**config.mk**
```make
export PLATFORM = sky130hd
export DESIGN_NAME = conv_sched
export DESIGN_NICKNAME = d
export VERILOG_FILES = /design/src/rtl/conv_pkg.sv /design/src/rtl/conv_win_cnt.sv /design/src/rtl/conv_sched.sv
export SDC_FILE = /design/constraint.sdc
export NUM_CORES = 1
export LEC_CHECK = 0
export CORE_MARGIN = 5
export CORE_UTILIZATION = 50
export DETAILED_ROUTE_END_ITERATION = 10
export PLACE_DENSITY_LB_ADDON = 0.3
export SETUP_SLACK_MARGIN = 0.05
export SLEW_MARGIN = 20
export SYNTH_ARGS = -nofsm -noshare
export SYNTH_HDL_FRONTEND = slang
export SYNTH_SLANG_ARGS = --single-unit
export TNS_END_PERCENT = 20
```
**constraint.sdc**
```tcl
create_clock -name clk -period 10.45 [get_ports clk]
set_input_delay 2.09 -clock clk [delete_from_list [all_inputs] [get_ports clk]]
set_output_delay 2.09 -clock clk [all_outputs]
set_load 0.02 [all_outputs]
```
**src/rtl/conv_pkg.sv**
```systemverilog
// Shared types and sizing helpers for the convolution address scheduler.
package conv_pkg;

  localparam int DEF_DSIZE   = 256;
  localparam int DEF_KSIZE   = 3;
  localparam int DEF_MAC_LAT = 2;

  typedef enum logic [1:0] {
    ST_IDLE  = 2'd0,
    ST_RUN   = 2'd1,
    ST_DRAIN = 2'd2,
    ST_DONE  = 2'd3
  } conv_state_t;

  function automatic int conv_aw(input int dsize);
    return (dsize > 1) ? $clog2(dsize) : 1;
  endfunction

  function automatic int conv_kiw(input int ksize);
    return (ksize * ksize > 1) ? $clog2(ksize * ksize) : 1;
  endfunction

endpackage

```
**src/rtl/conv_win_cnt.sv**
```systemverilog
// Wrap counter: steps by 'step' while enabled and returns to 0 once the next
// step would pass 'limit'; 'wrap' marks the enabled cycle that returns to 0.
module conv_win_cnt #(
  parameter int W = 8
) (
  input  logic         clk,
  input  logic         rst,
  input  logic         clr,
  input  logic         en,
  input  logic [W-1:0] limit,
  input  logic [W-1:0] step,
  output logic [W-1:0] cnt,
  output logic         wrap
);

  logic [W:0] nxt;
  logic       last;

  // One extra bit so a large step near the top of the range cannot alias.
  assign nxt  = {1'b0, cnt} + {1'b0, step};
  assign last = nxt > {1'b0, limit};
  assign wrap = en & last;

  always_ff @(posedge clk) begin
    if (rst || clr) begin
      cnt <= '0;
    end else if (en) begin
      cnt <= last ? '0 : nxt[W-1:0];
    end
  end

endmodule

```
**src/rtl/conv_sched.sv**
```systemverilog
// Convolution tap scheduler: walks window origins and kernel taps, issues pixel
// reads with MAC control, and strobes one output write per window after MAC_LAT.
module conv_sched
  import conv_pkg::*;
#(
  parameter  int DSIZE   = DEF_DSIZE,
  parameter  int KSIZE   = DEF_KSIZE,
  parameter  int MAC_LAT = DEF_MAC_LAT,
  localparam int AW      = conv_aw(DSIZE),
  localparam int KIW     = conv_kiw(KSIZE)
) (
  input  logic           clk,
  input  logic           rst,
  input  logic           start,
  input  logic [7:0]     data_width,
  input  logic [7:0]     data_hight,
  input  logic [7:0]     di_x_stop,
  input  logic [7:0]     di_y_stop,
  input  logic [3:0]     stride_x,
  input  logic [3:0]     stride_y,
  input  logic [3:0]     kernel_width,
  input  logic [3:0]     kernel_hight,
  input  logic           rd_ready,
  output logic           rd_valid,
  output logic [AW-1:0]  rd_addr,
  output logic [KIW-1:0] k_idx,
  output logic           mac_clr,
  output logic           mac_last,
  output logic           wr_valid,
  output logic [AW-1:0]  wr_addr,
  output logic           busy,
  output logic           done,
  output logic           err,
  output logic [1:0]     dbg_state
);

  // rd_valid/rd_ready: a tap transfers on any cycle where both are high; while
  // rd_valid is high and rd_ready low, rd_addr/k_idx/mac_clr/mac_last hold.

  conv_state_t state;

  logic [7:0]   cfg_dw, cfg_xstop, cfg_ystop, cfg_sx, cfg_sy;
  logic [7:0]   cfg_kw_m1, cfg_kh_m1;
  logic [3:0]   cfg_kw;
  logic [7:0]   cnt_kx, cnt_ky, cnt_ox, cnt_oy;
  logic         kx_wrap, ky_wrap, ox_wrap, oy_wrap;
  logic         start_acc, fire, final_tap, push, inflight, cfg_ok;
  logic         k_bad, fit_bad, area_bad;
  logic [MAC_LAT-1:0] pipe;
  logic [AW-1:0]      wr_cnt;
  logic [AW-1:0]      row, col, dw_aw;
  logic [2*AW-1:0]    prod;
  logic [7:0]         kval;

  assign start_acc = (state == ST_IDLE) && start;
  assign rd_valid  = (state == ST_RUN);
  assign fire      = rd_valid && rd_ready;
  assign final_tap = oy_wrap;
  assign push      = fire && mac_last;
  assign wr_valid  = pipe[MAC_LAT-1];
  assign wr_addr   = wr_cnt;
  assign dbg_state = state;

  assign k_bad    = (kernel_width == 4'd0) || (int'(kernel_width) > KSIZE) ||
                    (kernel_hight == 4'd0) || (int'(kernel_hight) > KSIZE);
  assign fit_bad  = ({1'b0, di_x_stop} + {5'b0, kernel_width} > {1'b0, data_width}) ||
                    ({1'b0, di_y_stop} + {5'b0, kernel_hight} > {1'b0, data_hight});
  assign area_bad = (int'(data_width) * int'(data_hight)) > DSIZE;
  assign cfg_ok   = !(k_bad || fit_bad || area_bad);

  conv_win_cnt #(.W(8)) u_kx (
    .clk(clk), .rst(rst), .clr(start_acc), .en(fire),
    .limit(cfg_kw_m1), .step(8'd1), .cnt(cnt_kx), .wrap(kx_wrap)
  );
  conv_win_cnt #(.W(8)) u_ky (
    .clk(clk), .rst(rst), .clr(start_acc), .en(kx_wrap),
    .limit(cfg_kh_m1), .step(8'd1), .cnt(cnt_ky), .wrap(ky_wrap)
  );
  conv_win_cnt #(.W(8)) u_ox (
    .clk(clk), .rst(rst), .clr(start_acc), .en(ky_wrap),
    .limit(cfg_xstop), .step(cfg_sx), .cnt(cnt_ox), .wrap(ox_wrap)
  );
  conv_win_cnt #(.W(8)) u_oy (
    .clk(clk), .rst(rst), .clr(start_acc), .en(ox_wrap),
    .limit(cfg_ystop), .step(cfg_sy), .cnt(cnt_oy), .wrap(oy_wrap)
  );

  // Valid configs keep the full address below DSIZE, so AW bits never truncate.
  assign row   = AW'(cnt_oy) + AW'(cnt_ky);
  assign col   = AW'(cnt_ox) + AW'(cnt_kx);
  assign dw_aw = AW'(cfg_dw);
  assign prod  = {{AW{1'b0}}, row} * {{AW{1'b0}}, dw_aw};
  assign kval  = cnt_ky * {4'b0, cfg_kw} + cnt_kx;

  assign rd_addr  = rd_valid ? (prod[AW-1:0] + col) : '0;
  assign k_idx    = rd_valid ? kval[KIW-1:0] : '0;
  assign mac_clr  = rd_valid && (cnt_kx == 8'd0) && (cnt_ky == 8'd0);
  assign mac_last = rd_valid && (cnt_kx == cfg_kw_m1) && (cnt_ky == cfg_kh_m1);

  always_comb begin
    inflight = 1'b0;
    for (int i = 0; i < MAC_LAT - 1; i++) inflight = inflight | pipe[i];
  end

  // MAC result pipeline; runs freely regardless of rd_ready.
  always_ff @(posedge clk) begin
    if (rst) begin
      pipe <= '0;
    end else begin
      pipe[0] <= push;
      for (int i = 1; i < MAC_LAT; i++) pipe[i] <= pipe[i-1];
    end
  end

  always_ff @(posedge clk) begin
    if (rst) begin
      state     <= ST_IDLE;
      busy      <= 1'b0;
      done      <= 1'b0;
      err       <= 1'b0;
      wr_cnt    <= '0;
      cfg_dw    <= '0;
      cfg_xstop <= '0;
      cfg_ystop <= '0;
      cfg_sx    <= 8'd1;
      cfg_sy    <= 8'd1;
      cfg_kw    <= '0;
      cfg_kw_m1 <= '0;
      cfg_kh_m1 <= '0;
    end else begin
      done <= 1'b0;
      if (wr_valid) wr_cnt <= wr_cnt + 1'b1;
      case (state)
        ST_IDLE: begin
          if (start) begin
            cfg_dw    <= data_width;
            cfg_xstop <= di_x_stop;
            cfg_ystop <= di_y_stop;
            cfg_sx    <= (stride_x == 4'd0) ? 8'd1 : {4'b0, stride_x};
            cfg_sy    <= (stride_y == 4'd0) ? 8'd1 : {4'b0, stride_y};
            cfg_kw    <= kernel_width;
            cfg_kw_m1 <= {4'b0, kernel_width} - 8'd1;
            cfg_kh_m1 <= {4'b0, kernel_hight} - 8'd1;
            wr_cnt    <= '0;
            if (cfg_ok) begin
              state <= ST_RUN;
              busy  <= 1'b1;
              err   <= 1'b0;
            end else begin
              state <= ST_DONE;
              err   <= 1'b1;
              done  <= 1'b1;
            end
          end
        end
        ST_RUN: begin
          if (final_tap) state <= ST_DRAIN;
        end
        ST_DRAIN: begin
          // Final write is the one with nothing younger left in the pipe.
          if (wr_valid && !inflight) begin
            state <= ST_DONE;
            busy  <= 1'b0;
            done  <= 1'b1;
          end
        end
        default: begin
          state <= ST_IDLE;
        end
      endcase
    end
  end

endmodule
```
==> flow_metrics.env, run 1 <==
export IMPL_holdPathStages=2
export IMPL_finalPower_w=0.001548
export IMPL_yosysWarnings=0
export IMPL_max_freq_ghz=0.1034
export IMPL_final_min_clock_period_ps=9668
export IMPL_synthArstFlopShare=0
export IMPL_clock_sinks=93
export IMPL_cts_tree="done"
export IMPL_gp_congestion=0.9332
export IMPL_cts_setup_buffers=0
export IMPL_grt_pass1_wl_um=41590
export IMPL_place_hpwl_um=20230
export IMPL_antenna_found_initial=0
export IMPL_synth_cells=1236
export IMPL_area_growth_syn_to_layout_pct=13.21
export IMPL_reg2reg_depth=14
export IMPL_hold_violations=0
export IMPL_setup_viol=0
export IMPL_r2r_start="u_ox.cnt[0]"
export IMPL_min_period_over_period=0.9252
export IMPL_overflow=0
export IMPL_synthesis_nets=1501
export IMPL_ys_flop_type="dfxtp_1"
export IMPL_ir_drop_mv=0.1479
export IMPL_netlist_area_mm2=0.01002
export IMPL_finalNetCount=1565
export IMPL_rsz0062_at_grt="no"
export IMPL_finalWirelength_um=24930
export IMPL_tightest_slew_ps=847.5
export IMPL_vias=8622
export IMPL_mostFrequentLayoutCells="ha_1, nand2_1, inv_1"
export IMPL_dieHeight_um=151.6
export IMPL_grt_pass1_vias=8492
export IMPL_dr_pass1_iters=5
export IMPL_initial_core_util=0.5116
export IMPL_wl_per_cell_um=15.88
export IMPL_postRouteAntennaNets=0
export IMPL_io_pins=81
export IMPL_hold_path_class="flip-flop to flip-flop"
export IMPL_cellPowerDensity_mw_per_mm2=136.4
export IMPL_worstPathArrival_ps=7580
export IMPL_cts_hold_buf=0
export IMPL_drive_gt1_frac=0.02146
export IMPL_worst_ep_required_time_ps=8360
export IMPL_avgSynthCellArea_um2=8.109
export IMPL_cts_path_max_buffers=2
export IMPL_grt_max_degree=57
export IMPL_drc=0
export IMPL_leakage_nw=5.236
export IMPL_clk_latency_ps=360
export IMPL_ys_types=55
export IMPL_final_common_cell="ha_1"
export IMPL_place_ws_ps=1115
export IMPL_synth_seq_cells=93
export IMPL_endpoint_kind="output port"
export IMPL_maxCapViolCount=0
export IMPL_track_usage=0.2246
export IMPL_finalWorstSetupSlack_ps=781.7
export IMPL_htreeDepth=3
export IMPL_die_w_um=151.6
export IMPL_core_area_mm2=0.01959
export IMPL_seq_area_frac_synth=0.1858
export IMPL_r2r_slack_ps=6080
export IMPL_dieArea_mm2=0.02298
export IMPL_critPathLaunch="u_ky.cnt[0]"
export IMPL_holdPathEnd="cfg_xstop[1]"
export IMPL_port_buffers=80
export IMPL_first_iter_violations=480
export IMPL_slew_headroom=0.4324
export IMPL_n_antenna_cell=0
export IMPL_synth_edf_count=0
export IMPL_cts_resized=0
export IMPL_fillCellCount=1832
export IMPL_finalClockSkew_ps=16.61
export IMPL_clk_pin_slew_ps=70
export IMPL_slew_viol_final=0
export IMPL_via_per_inst=5.492
export IMPL_cts_buffers=9
export IMPL_outcome="complete, no violations"
export IMPL_hp_start="cfg_xstop[1]"
export IMPL_cts_root_buf="clkbuf_16"
export IMPL_finalSetupTns_ps=0
export IMPL_crit_fanout=10
export IMPL_worstSetupPathType="flip-flop to output port"
export IMPL_rows=51
export IMPL_critPathLaunchType="flip-flop"
export IMPL_reg2reg_to="u_ox.cnt[4]"
## worst max path at each step
| stage | slack [ps] | end | cells past startpoint |
|---|---|---|---|
| CTS | 730 | rd_addr[7] | 23 |
| global placement | 1260 | rd_addr[7] | 23 |
| finish | 780 | rd_addr[7] | 23 |
| detailed placement | 1120 | rd_addr[7] | 23 |
| floorplan | 2110 | rd_addr[7] | 22 |
| global route | 410 | rd_addr[7] | 23 |
## per-layer routing
metal,wire length [µm],GRT usage,vias up
met5,0,0,-
met1,11440,0.2999,4112
li1,-,-,4273
met3,1236,0.03867,35
met4,489,0.06110,0
met2,11760,0.3768,202
## area by class of cell
type                            count  area (µm²)  area share
Sequential cell                    93        1862      0.1641
Inverter                          142       533.0     0.04698
Clock inverter                      5       42.54    0.003749
Clock buffer                       11       242.7     0.02139
Timing Repair Buffer               86       840.8     0.07411
Tap cell                          265       331.6     0.02922
Multi-Input combinational cell    968        7493      0.6605
## metrics by stage
stage	util	hold WS (ps)	cell area, µm²	instances
global route	0.5792	475.0	11350	1570
global placement	0.5646	443.4	11060	1554
finish	0.5792	456.8	11350	1570
floorplan	-	436.3	10020	1236
detailed placement	0.5646	448.5	11060	1554
CTS	0.5792	458.2	11350	1570
## registers in the layout (all words and copies together) (netlist names), 5 cells and up
register / count
cfg_kw_m1: 5
u_kx.cnt: 8
u_ox.cnt: 8
cfg_dw: 8
cfg_kh_m1: 5
cfg_ystop: 8
wr_addr: 8
u_oy.cnt: 8
cfg_xstop: 8
u_ky.cnt: 8
## power breakdown
group / internal, W / switching [W] / total (W)
logic: 0.000324 / 0.000465 / 0.000790
clock network: 0.000172 / 0.000154 / 0.000326
registers: 0.000393 / 0.0000390 / 0.000432
total: 0.000889 / 0.000658 / 0.00155
## Yosys cell counts (7+ instances only)
cell / n / area, µm²
ha_1: 148 / 1852
nand2_1: 144 / 540.5
inv_1: 141 / 529.3
nor2_1: 121 / 454.2
dfxtp_1: 93 / 1862
a21oi_1: 86 / 430.4
fa_1: 65 / 1301
xnor2_1: 57 / 499.2
and2_1: 48 / 300.3
o21ai_0: 34 / 170.2
xor2_1: 32 / 280.3
clkbuf_1: 29 / 108.9
a21o_1: 21 / 157.7
nor3_1: 21 / 105.1
nand4_1: 19 / 118.9
nor2b_1: 19 / 118.9
nand3_1: 18 / 90.09
a211oi_1: 11 / 82.58
o21a_1: 10 / 75.07
and3_1: 9 / 56.30
nand2b_1: 8 / 50.05
o211ai_1: 7 / 52.55
## kinds of logic (layout without fill, tap and decap cells)
logic type | Yosys count | count (layout) | synth area share
fa+ha+maj | 213 | 213 | 0.3146
buf+inv | 175 | 244 | 0.06654
simple gates | 438 | 438 | 0.2052
xor+xnor | 92 | 92 | 0.08452
compound gates | 219 | 219 | 0.1373
flops | 93 | 93 | 0.1858
mux | 6 | 6 | 0.005993
## worst max-delay path, cell delays in order, from the launching register on
cell	delay, ps
dfxtp_1	410
ha_1	280
fa_1	400
a21o_1	180
a21o_1	220
a21o_1	200
a21oi_1	170
xnor2_1	130
nand2_1	90
fa_1	470
fa_1	520
inv_1	60
fa_1	470
fa_1	510
fa_1	410
xor2_1	180
xnor2_1	140
xnor3_1	410
xnor2_1	180
xnor3_1	440
xnor3_1	350
xnor2_1	240
and2_1	160
clkdlybuf4s50_1	610
Power figures use the tool's default switching activity.
==> run 2, diff against run 1 <==
--- a/config.mk
+++ b/config.mk
@@ -5,8 +5,10 @@
 export SDC_FILE = /design/constraint.sdc
 export NUM_CORES = 1
 export LEC_CHECK = 0
+export CELL_PAD_IN_SITES_DETAIL_PLACEMENT = 0
+export CELL_PAD_IN_SITES_GLOBAL_PLACEMENT = 2
 export CORE_MARGIN = 5
-export CORE_UTILIZATION = 50
+export CORE_UTILIZATION = 36
 export DETAILED_ROUTE_END_ITERATION = 10
 export PLACE_DENSITY_LB_ADDON = 0.3
 export SETUP_SLACK_MARGIN = 0.05
==> flow_metrics.env, run 2 (synthesized netlist as in run 1, its figures left out) <==
export IMPL_worst_ep_required_time_ps=8360
export IMPL_clock_sinks=93
export IMPL_finalSetupTns_ps=0
export IMPL_slew_headroom=0.4067
export IMPL_setup_viol=0
export IMPL_ir_drop_mv=0.1485
export IMPL_switchingPower_w=0.0006894
export IMPL_maxCapViolCount=0
export IMPL_holdPathEnd="cfg_ystop[2]"
export IMPL_p_sw_frac=0.4368
export IMPL_pwr_share_comb=0.505
export IMPL_min_period_over_period=0.9171
export IMPL_rows=61
export IMPL_place_hpwl_um=22450
export IMPL_port_buffers=80
export IMPL_rsz0062_at_grt="no"
export IMPL_mostFrequentLayoutCells="ha_1, nand2_1, inv_1"
export IMPL_wl_per_cell_um=16.25
export IMPL_grt_pass1_vias=8450
export IMPL_antenna_found_initial=0
export IMPL_cts_root_buf="clkbuf_16"
export IMPL_max_freq_ghz=0.1043
export IMPL_hold_violations=0
export IMPL_initial_core_util=0.3627
export IMPL_die_w_um=176.9
export IMPL_io_pins=81
export IMPL_first_iter_violations=302
export IMPL_clk_latency_ps=360
export IMPL_finalWorstSetupSlack_ps=866.5
export IMPL_via_per_inst=4.954
export IMPL_worstPathArrival_ps=7490
export IMPL_hold_path_class="flip-flop to flip-flop"
export IMPL_finalWirelength_um=27350
export IMPL_cts_tree="done"
export IMPL_cts_hold_buf=0
export IMPL_tightest_slew_ps=885.8
export IMPL_endpoint_kind="output port"
export IMPL_core_area_mm2=0.02763
export IMPL_cellPowerDensity_mw_per_mm2=137.0
export IMPL_p_clk_frac=0.219
export IMPL_cts_path_max_buffers=2
export IMPL_dr_pass1_iters=4
export IMPL_finalNetCount=1565
export IMPL_critPathLaunch="u_ky.cnt[0]"
export IMPL_drc=0
export IMPL_cell_internal_pwr_w=0.0008889
export IMPL_overflow=0
export IMPL_cts_buffers=9
export IMPL_r2r_slack_ps=6150
export IMPL_area_growth_syn_to_layout_pct=14.94
export IMPL_crit_fanout=10
export IMPL_hp_start="cfg_ystop[2]"
export IMPL_holdPathStages=2
export IMPL_grt_pass1_wl_um=44950
export IMPL_power_share_sequential=0.275
export IMPL_dieArea_mm2=0.03128
export IMPL_n_antenna_cell=0
export IMPL_vias=8338
export IMPL_fin_util=0.4169
export IMPL_grt_max_degree=49
export IMPL_htreeDepth=3
export IMPL_gp_congestion=0.8589
export IMPL_reg2reg_to="u_ox.cnt[4]"
export IMPL_critPathLaunchType="flip-flop"
export IMPL_fillCellCount=2898
export IMPL_cts_setup_buffers=0
export IMPL_finalClockSkew_ps=20.03
export IMPL_final_common_cell="ha_1"
export IMPL_final_min_clock_period_ps=9583
export IMPL_place_ws_ps=1185
export IMPL_outcome="complete, no violations"
export IMPL_reg2reg_depth=14
export IMPL_clk_pin_slew_ps=80
export IMPL_dieHeight_um=176.9
export IMPL_leakage_nw=5.246
export IMPL_slew_viol_final=0
export IMPL_track_usage=0.1790
export IMPL_hold_slack_ps=454.0
export IMPL_worstSetupPathType="flip-flop to output port"
export IMPL_r2r_start="u_ox.cnt[1]"
export IMPL_postRouteAntennaNets=0
export IMPL_drive_gt1_frac=0.02299
export IMPL_cts_resized=0
run 2: area by class of cell:
| cell class | instances | area [µm²] | area share |
|---|---|---|---|
| Clock buffer | 9 | 225.2 | 0.01955 |
| Multi-Input combinational cell | 968 | 7495 | 0.6506 |
| Timing Repair Buffer | 86 | 840.8 | 0.07299 |
| Inverter | 142 | 533.0 | 0.04627 |
| Clock inverter | 7 | 91.34 | 0.007929 |
| Sequential cell | 93 | 1862 | 0.1616 |
| Tap cell | 378 | 473.0 | 0.04106 |
run 2: critical path, stage by stage (launching register included):
cell and delay [ps]:
dfxtp_1 410, ha_1 270, fa_1 400, a21o_1 170, a21o_1 200, a21o_1 190
a21oi_1 170, xnor2_1 150, nand2_1 90, fa_1 470, fa_1 510, inv_1 50
fa_1 470, fa_1 520, fa_1 410, xor2_1 160, xnor2_1 170, xnor3_1 420
xnor2_1 170, xnor3_1 480, xnor3_1 370, xnor2_1 160, and2_1 140, clkdlybuf4s50_1 600
run 2: power by group through the flow:
| stage | sequential, W | clock [W] | combinational (W) |
|---|---|---|---|
| 2_1_floorplan | 0.000430 | 0 | 0.000569 |
| 6_report | 0.000434 | 0.000346 | 0.000798 |
| 3_5_place_dp | 0.000444 | 0 | 0.000801 |
| 5_1_grt | 0.000442 | 0.000373 | 0.000912 |
| 4_1_cts | 0.000436 | 0.000358 | 0.000807 |
| 3_3_place_gp | 0.000445 | 0 | 0.000804 |
run 2: metal layers:
layer | GRT usage | wire length (µm) | vias to the layer above
met2 | 0.2944 | 12400 | 108
met5 | 0 | 0 | -
met4 | 0.02805 | 199 | 0
met3 | 0.02393 | 822 | 10
li1 | - | - | 4268
met1 | 0.2565 | 13930 | 3952
run 2: through the flow:
step                      total power [W]  std cells  area, µm²
after CTS                        0.001600       1683      11520
after detailed placement         0.001244       1667      11200
after global placement           0.001249       1667      11200
after global routing             0.001726       1683      11520
after floorplan                 0.0009984       1236      10020
final                            0.001578       1683      11520
run 2: worst max path at each step:
stage	slack, ps	end	depth (start not counted)
3_3_place_gp	1330	rd_addr[7]	23
5_1_grt	470	rd_addr[7]	23
2_1_floorplan	2110	rd_addr[7]	22
3_5_place_dp	1180	rd_addr[7]	23
4_1_cts	790	rd_addr[7]	23
6_report	870	rd_addr[7]	23
==> run 3, diff against run 2 <==
--- a/config.mk
+++ b/config.mk
@@ -10,7 +10,8 @@
 export CORE_MARGIN = 5
 export CORE_UTILIZATION = 36
 export DETAILED_ROUTE_END_ITERATION = 10
-export PLACE_DENSITY_LB_ADDON = 0.3
+export GPL_ROUTABILITY_DRIVEN = 0
+export PLACE_DENSITY = 0.86
 export SETUP_SLACK_MARGIN = 0.05
 export SLEW_MARGIN = 20
 export SYNTH_ARGS = -nofsm -noshare
==> flow_metrics.env, run 3 (synthesized netlist as in run 1, its figures left out) <==
export IMPL_grt_pass1_vias=8523
export IMPL_worstSetupPathType="flip-flop to output port"
export IMPL_holdPathEnd="cfg_ystop[1]"
export IMPL_cts_setup_buffers=0
export IMPL_reg2reg_depth=15
export IMPL_reg2reg_to="dbg_state[1]"
export IMPL_slew_headroom=0.4844
export IMPL_max_freq_ghz=0.1032
export IMPL_area_growth_syn_to_layout_pct=14.67
export IMPL_min_period_over_period=0.9277
export IMPL_dieHeight_um=176.9
export IMPL_overflow=0
export IMPL_initial_core_util=0.3627
export IMPL_r2r_start="u_ox.cnt[1]"
export IMPL_critPathLaunchType="flip-flop"
export IMPL_slew_viol_final=0
export IMPL_cpMaxStageDelayCell="clkdlybuf4s50_1"
export IMPL_die_w_um=176.9
export IMPL_setup_viol=0
export IMPL_drc=0
export IMPL_core_area_mm2=0.02763
export IMPL_cts_root_buf="clkbuf_16"
export IMPL_mostFrequentLayoutCells="ha_1, nand2_1, inv_1"
export IMPL_leakage_nw=5.236
export IMPL_finalWorstSetupSlack_ps=755.9
export IMPL_crit_fanout=10
export IMPL_wl_per_cell_um=16.16
export IMPL_track_usage=0.1769
export IMPL_final_common_cell="ha_1"
export IMPL_final_min_clock_period_ps=9694
export IMPL_place_ws_ps=1166
export IMPL_finalSetupTns_ps=0
export IMPL_antenna_found_initial=0
export IMPL_rsz0062_at_grt="no"
export IMPL_via_per_inst=4.992
export IMPL_dieArea_mm2=0.03128
export IMPL_n_antenna_cell=0
export IMPL_rows=61
export IMPL_critPathMostFrequentCell="fa_1"
export IMPL_ir_drop_mv=0.1225
export IMPL_hold_path_class="flip-flop to flip-flop"
export IMPL_cts_resized=0
export IMPL_finalClockSkew_ps=14.20
export IMPL_endpoint_kind="output port"
export IMPL_first_iter_violations=404
export IMPL_dr_pass1_iters=5
export IMPL_maxCapViolCount=0
export IMPL_clock_sinks=93
export IMPL_cellPowerDensity_mw_per_mm2=136.8
export IMPL_cts_path_max_buffers=2
export IMPL_clk_latency_ps=360
export IMPL_clk_pin_slew_ps=80
export IMPL_io_pins=81
export IMPL_cts_buffers=9
export IMPL_grt_pass1_wl_um=44390
export IMPL_cts_hold_buf=0
export IMPL_holdPathStages=2
export IMPL_hp_start="cfg_ystop[1]"
export IMPL_finalWirelength_um=27200
export IMPL_postRouteAntennaNets=0
export IMPL_path_cells="ha_1 -> fa_1 -> a21o_1 -> a21o_1 -> a21o_1 -> a21oi_1 -> xnor2_1 -> nand2_1 -> fa_1 -> fa_1 -> inv_1 -> fa_1 -> fa_1 -> fa_1 -> xor2_1 -> xnor2_1 -> xnor3_1 -> xnor2_1 -> xnor3_1 -> xnor3_1 -> xnor2_1 -> and2_1 -> clkdlybuf4s50_1"
export IMPL_drive_gt1_frac=0.02299
export IMPL_place_hpwl_um=22010
export IMPL_cts_tree="done"
export IMPL_postPlaceCellArea_mm2=0.01120
export IMPL_worst_ep_required_time_ps=8360
export IMPL_slowest_delay_ps=600
export IMPL_tightest_slew_ps=771.0
export IMPL_final_cell_area_mm2=0.01149
export IMPL_vias=8402
export IMPL_hold_violations=0
export IMPL_finalNetCount=1565
export IMPL_r2r_slack_ps=6120
export IMPL_port_buffers=80
export IMPL_grt_max_degree=49
export IMPL_worstPathArrival_ps=7600
export IMPL_htreeDepth=3
export IMPL_outcome="complete, no violations"
-- run 3: changes by cell type in the layout (fill, tap and decap cells not counted) --
cell	delta
clkinv_2	+1
inv_8	+3
inv_6	-1
clkinvlp_4	+1
clkinv_8	-4
-- run 3: critical path, delay by kind of cell (launching register included) --
family          cells  cell delay, ps
simple gates        2             250
buf+inv             2             650
fa+ha+maj           7            3070
xor+xnor            8            2090
flops               1             420
compound gates      4             740
-- run 3: layout make-up --
class | count | area [µm²]
Timing Repair Buffer | 86 | 840.8
Inverter | 142 | 533.0
Fill cell | 2892 | 16140
Clock inverter | 7 | 63.81
Sequential cell | 93 | 1862
Clock buffer | 9 | 225.2
Tap cell | 378 | 473.0
Multi-Input combinational cell | 968 | 7495
-- run 3: routing by layer --
layer  wire length (µm)  GRT usage  share of wire  up-vias
li1                   -          -              -     4275
met5                  0          0              0        -
met3                830    0.02179          0.031       20
met4                307    0.03643          0.011        0
met1              13350     0.2457           0.49     3990
met2              12710     0.2973           0.47      117
-- run 3: worst max path at each step --
stage | startpoint | to | slack (ps) | cells after the start
after floorplan | u_ky.cnt[0] | rd_addr[7] | 2110 | 22
after global placement | u_ky.cnt[0] | rd_addr[7] | 1200 | 23
after detailed placement | u_ky.cnt[0] | rd_addr[7] | 1170 | 23
after CTS | u_ky.cnt[0] | rd_addr[7] | 720 | 23
after global routing | u_ky.cnt[0] | rd_addr[7] | 490 | 23
final | u_ky.cnt[0] | rd_addr[7] | 760 | 23
-- run 3: metrics by stage --
| step | hold WS, ps | util | std cells | total power [W] |
|---|---|---|---|---|
| final | 457.2 | 0.4160 | 1683 | 0.001572 |
| after global routing | 481.3 | 0.4160 | 1683 | 0.001709 |
| after CTS | 460.0 | 0.4160 | 1683 | 0.001583 |
| after detailed placement | 448.6 | 0.4055 | 1667 | 0.001241 |
| after global placement | 444.7 | 0.4055 | 1667 | 0.001237 |
| after floorplan | 436.3 | - | 1236 | 0.0009984 |
-- run 3: report_power, final --
group,switching [W],internal (W),leakage [nW],total (W)
registers,0.0000427,0.000393,0.756,0.000436
clock network,0.000169,0.000168,0.142,0.000337
logic,0.000475,0.000324,4.34,0.000799
